**config.mk**
```make
export PLATFORM = sky130hd
export DESIGN_NAME = ps2_packet_assembler
export DESIGN_NICKNAME = d
export VERILOG_FILES = /design/src/rtl/ps2_packet_assembler.sv
export SDC_FILE = /design/constraint.sdc
export NUM_CORES = 1
export LEC_CHECK = 0
export BUFFER_PORTS_ARGS = -buffer_cell sky130_fd_sc_hd__buf_2
export CAP_MARGIN = 40
export CORE_MARGIN = 1.5
export CORE_UTILIZATION = 60
export DETAILED_ROUTE_END_ITERATION = 8
export GPL_ROUTABILITY_DRIVEN = 0
export PLACE_DENSITY = 0.84
export SLEW_MARGIN = 20
export SYNTH_ARGS = -nofsm -noshare
export SYNTH_HDL_FRONTEND = slang
export SYNTH_SLANG_ARGS = --single-unit
export TNS_END_PERCENT = 1
```
**constraint.sdc**
```tcl
create_clock -name i_clk -period 3.6 [get_ports i_clk]
set_clock_uncertainty 0.2 [all_clocks]
set_input_delay 0.54 -clock i_clk [delete_from_list [all_inputs] [get_ports i_clk]]
set_output_delay 0.54 -clock i_clk [all_outputs]
set_load 0.05 [all_outputs]
```
**src/rtl/ps2_packet_assembler.sv**
```systemverilog
// Groups validated PS/2 mouse bytes into 3-byte packets (status, X, Y).
// Resynchronises on bit 3 of the first byte and abandons packets left idle too long.
module ps2_packet_assembler #(
  parameter int TIMEOUT_CYCLES = 200000
) (
  input  logic       i_clk,
  input  logic       i_reset,
  input  logic [7:0] i_byte,
  input  logic       i_byte_valid,
  output logic [7:0] o_signal1,
  output logic [7:0] o_signal2,
  output logic [7:0] o_signal3,
  output logic [7:0] o_signal4,
  output logic       o_packet_valid,
  output logic       o_sync_error,
  output logic       o_timeout,
  output logic [7:0] o_packet_count
);

  localparam int CW = $clog2(TIMEOUT_CYCLES) + 1;
  localparam logic [CW-1:0] CNT_LAST = CW'(TIMEOUT_CYCLES - 1);
  localparam logic [CW-1:0] CNT_MAX  = '1;

  typedef enum logic [1:0] {
    WAIT_B1 = 2'd0,
    WAIT_B2 = 2'd1,
    WAIT_B3 = 2'd2
  } state_t;

  state_t          state_reg, state_next;
  logic [CW-1:0]   idle_reg, idle_next;
  logic [7:0]      byte1_reg, byte2_reg;
  logic [7:0]      signal1_reg, signal2_reg, signal3_reg;
  logic [7:0]      count_reg;
  logic            packet_valid_reg, sync_error_reg, timeout_reg;
  logic            timeout_hit;
  logic            capture_b1, capture_b2, complete, sync_err;

  // A strobe in the timeout cycle wins, so the timeout requires an idle input.
  assign timeout_hit = (state_reg != WAIT_B1) && !i_byte_valid && (idle_reg >= CNT_LAST);

  always_ff @(posedge i_clk or posedge i_reset) begin
    if (i_reset) begin
      state_reg <= WAIT_B1;
      idle_reg  <= '0;
    end else begin
      state_reg <= state_next;
      idle_reg  <= idle_next;
    end
  end

  always_comb begin
    state_next = state_reg;
    case (state_reg)
      WAIT_B1: if (i_byte_valid && i_byte[3]) state_next = WAIT_B2;
      WAIT_B2: begin
        if (i_byte_valid)     state_next = WAIT_B3;
        else if (timeout_hit) state_next = WAIT_B1;
      end
      WAIT_B3: begin
        if (i_byte_valid)     state_next = WAIT_B1;
        else if (timeout_hit) state_next = WAIT_B1;
      end
      default: state_next = WAIT_B1;
    endcase
  end

  always_comb begin
    capture_b1 = (state_reg == WAIT_B1) && i_byte_valid && i_byte[3];
    sync_err   = (state_reg == WAIT_B1) && i_byte_valid && !i_byte[3];
    capture_b2 = (state_reg == WAIT_B2) && i_byte_valid;
    complete   = (state_reg == WAIT_B3) && i_byte_valid;
    if (state_reg == WAIT_B1 || i_byte_valid || timeout_hit)
      idle_next = '0;
    else if (idle_reg == CNT_MAX)
      idle_next = idle_reg;
    else
      idle_next = idle_reg + CW'(1);
  end

  always_ff @(posedge i_clk or posedge i_reset) begin
    if (i_reset) begin
      byte1_reg        <= 8'h00;
      byte2_reg        <= 8'h00;
      signal1_reg      <= 8'h00;
      signal2_reg      <= 8'h00;
      signal3_reg      <= 8'h00;
      count_reg        <= 8'h00;
      packet_valid_reg <= 1'b0;
      sync_error_reg   <= 1'b0;
      timeout_reg      <= 1'b0;
    end else begin
      if (capture_b1) byte1_reg <= i_byte;
      if (capture_b2) byte2_reg <= i_byte;
      if (complete) begin
        signal1_reg <= byte1_reg;
        signal2_reg <= byte2_reg;
        signal3_reg <= i_byte;
        count_reg   <= count_reg + 8'd1;
      end
      packet_valid_reg <= complete;
      sync_error_reg   <= sync_err;
      timeout_reg      <= timeout_hit;
    end
  end

  assign o_signal1      = signal1_reg;
  assign o_signal2      = signal2_reg;
  assign o_signal3      = signal3_reg;
  assign o_signal4      = 8'h00;
  assign o_packet_count = count_reg;
  assign o_packet_valid = packet_valid_reg;
  assign o_sync_error   = sync_error_reg;
  assign o_timeout      = timeout_reg;

endmodule

```
==> flow_metrics.py <==
metrics = {
    "critical_path": {
        "critPathMaxFanout": 18,
        "path_buf_inv": 0,
        "cpPeakStageDelay_ps": 470,
        "cp_top_family": "compound AO/OA/AOI/OAI gates",
        "crit_path_end_kind": "flop",
        "critPathLaunchType": "flop",
        "slowest_stage": "dfrtp_1",
        "crit_path_cell_trace": "nor3_1 > o211ai_1 > o31ai_4 > nand2_4 > a311oi_1",
        "crit_type": "reg -> reg",
        "cp_data_required_time_ps": 3640,
        "worstPathArrival_ps": 2100,
    },
    "detailed_routing": {
        "vias_per_cell": 5.38,
        "vias": 2313,
        "drt-pass1-iter-count": 4,
        "drc_errors": 0,
        "wl_per_cell_um": 14.3,
        "postRouteWirelength_um": 6140,
        "drt-initial-drc-count": 158,
        "ant_nets": 0,
    },
    "clock_tree": {
        "clk_pin_slew_ps": 80,
        "ctsHoldBuffers": 0,
        "htreeDepth": 3,
        "cts_max_path_buffers": 2,
        "root_buffer": "clkbuf_8",
        "postCtsSetupBuffers": 0,
        "clk_latency_ps": 350,
        "tritoncts": "built",
        "numClockSinks": 72,
        "cts_resized": 0,
        "cts_buffers": 9,
    },
    "cells_and_area": {
        "diodes": 0,
        "syn2layout_area_growth_pct": 14.2,
        "drive_gt1_frac": 0.267,
        "fin_nets": 368,
        "design_area_um2": 3670,
        "largest_reg_flops": 19,
    },
    "synthesis": {
        "synth_top_family_by_area": "simple AND/OR/NAND/NOR gates",
        "synth_area_um2": 3220,
        "synthAdderAreaFrac": 0.00778,
        "avgSynthCellArea_um2": 10.6,
        "yosys.area_share.simple": 0.227,
        "yosys-mux-area-fraction": 0.0588,
        "synth_xor_area_frac": 0.0490,
        "ys_types": 45,
        "yosysWarnings": 0,
        "synth_compound_area_frac": 0.0537,
        "synth-seq-cells": 72,
        "synth_cells": 303,
        "ys_seq_area_frac": 0.560,
    },
    "timing": {
        "setup_tns_ps": 0,
        "tightest_slew_ps": 597,
        "drv_slew": 0,
        "hold_viol_final": 0,
        "finalSetupViolCount": 0,
        "period_minus_slack_ps": 2060,
        "timing.final.ws_setup_ps": 1540,
        "rsz0062_at_grt": "false",
        "period_share": 0.572,
        "slew_headroom": 0.600,
        "fmax_ghz": 0.486,
    },
    "grt": {
        "grt_start_max_net_pins": 39,
        "antenna_found_initial": 0,
        "grt_pass1_vias": 2242,
        "overflow": 0,
        "track_usage": 0.234,
        "grt_first_pass_wirelength_um": 10700,
    },
    "hold_path": {
        "holdCritPathClass": "in -> reg",
    },
    "die": {
        "pin_count": 54,
        "num_rows": 26,
        "initial_utilization": 0.626,
        "core_area_um2": 5140,
        "die_height_um": 76.2,
        "dieArea_um2": 5810,
        "die_w_um": 76.2,
    },
    "power": {
        "p_leak_nw": 1.81,
        "power_density_nw_per_um2": 745,
        "vdd_drop_max_mv": 0.449,
    },
    "status": {
        "status": "finished clean",
    },
    "job": {
        "cap_violations": 0,
    },
    "place": {
        "place_ws_ps": 1520,
        "portBuffers": 45,
        "dp_hpwl_um": 4180,
        "dpl_cell_area_um2": 3460,
    },
}
==> metrics by stage <==
| stage | util | instances | hold slack (ps) | power [W] |
|---|---|---|---|---|
| after floorplan | - | 311 | 231 | 0.00195 |
| after global placement | 0.674 | 412 | 242 | 0.00215 |
| after detailed placement | 0.674 | 412 | 247 | 0.00218 |
| after CTS | 0.707 | 428 | 164 | 0.00275 |
| after global routing | 0.714 | 430 | 207 | 0.00288 |
| final | 0.714 | 430 | 202 | 0.00273 |
==> path summary, 6_finish.rpt <==
check,slack [ps],depth (start not counted),from,to
worst min-delay path,200,2,i_byte_valid,o_timeout
max in group asynchronous,1930,5,i_reset,byte2_reg[4]
worst max register to register,1540,5,idle_reg[6],idle_reg[17]
worst max-delay path,1540,5,idle_reg[6],idle_reg[17]
min in group asynchronous,520,3,i_reset,idle_reg[17]
worst min register to register,270,2,byte2_reg[7],o_signal2[7]
==> cell families after synthesis <==
kind of cell | count (synthesis)
simple gates | 147
flops | 72
compound gates | 24
buf+inv | 22
xor+xnor | 18
mux | 17
fa+ha+maj | 2
other cells | 1
==> cell usage after synthesis, drive strengths merged <==
cell | n | area [um2]
nand2b | 1 | 6.26
mux2 | 15 | 169
nor4 | 3 | 48.8
and2 | 2 | 15.0
dfrtp | 72 | 1800
and4 | 3 | 28.8
ha | 2 | 25.0
and3 | 5 | 32.5
a211oi | 1 | 7.51
o2111ai | 3 | 26.3
nor4b | 1 | 23.8
nor2 | 24 | 97.6
o21ai | 7 | 35.0
mux2i | 2 | 20.0
nand2 | 85 | 327
a21oi | 4 | 20.0
nand3 | 10 | 62.6
o31ai | 1 | 21.3
a41o | 1 | 10.0
conb | 1 | 3.75
xor2 | 11 | 96.3
xnor2 | 7 | 61.3
nor3 | 4 | 25.0
a311oi | 1 | 8.76
clkbuf | 1 | 3.75
a31oi | 1 | 6.26
buf | 16 | 114
o211ai | 5 | 37.5
or2 | 2 | 12.5
inv | 5 | 18.8
nand4 | 7 | 50.1
==> final cells by class <==
class	count	area (um2)
fill	377	1470
multi-input combinational	217	1310
sequential	72	1800
clock inverter	6	43.8
inverter	5	18.8
clock buffer	10	128
tap	70	87.6
timing repair buffer	50	285
==> routing by layer <==
layer	up-vias	routed length, um	GRT usage
met5	-	0	0
met4	0	83	0.120
met3	11	308	0.0479
met2	71	2950	0.359
met1	1123	2800	0.317
li1	1108	-	-
==> cell usage in the layout, fill, tap and decap left out, types with 2 or more instances in the layout <==
cell type | netlist | routed
nor2_1 | 21 | 21
inv_6 | 0 | 2
buf_2 | 4 | 45
nand2_1 | 84 | 84
dfrtp_1 | 72 | 72
clkbuf_8 | 0 | 9
mux2i_1 | 2 | 2
buf_4 | 9 | 3
ha_1 | 2 | 2
o2111ai_1 | 3 | 3
inv_1 | 4 | 3
clkinv_2 | 0 | 2
inv_2 | 1 | 2
o21ai_0 | 7 | 7
a21oi_1 | 4 | 4
xnor2_1 | 7 | 7
nor2_2 | 3 | 3
conb_1 | 1 | 9
nand4_1 | 6 | 6
xor2_1 | 11 | 11
nor3_1 | 3 | 3
o211ai_1 | 5 | 5
and4_1 | 2 | 2
and3_1 | 4 | 4
mux2_2 | 15 | 15
nor4_4 | 2 | 2
nand3_1 | 9 | 9
==> power breakdown <==
group	total (W)	internal [W]	switching, W
logic	0.00100	0.000244	0.000761
registers	0.00117	0.00103	0.000137
clock network	0.000564	0.000254	0.000310
Note: power is estimated with default switching activity, not from simulation.
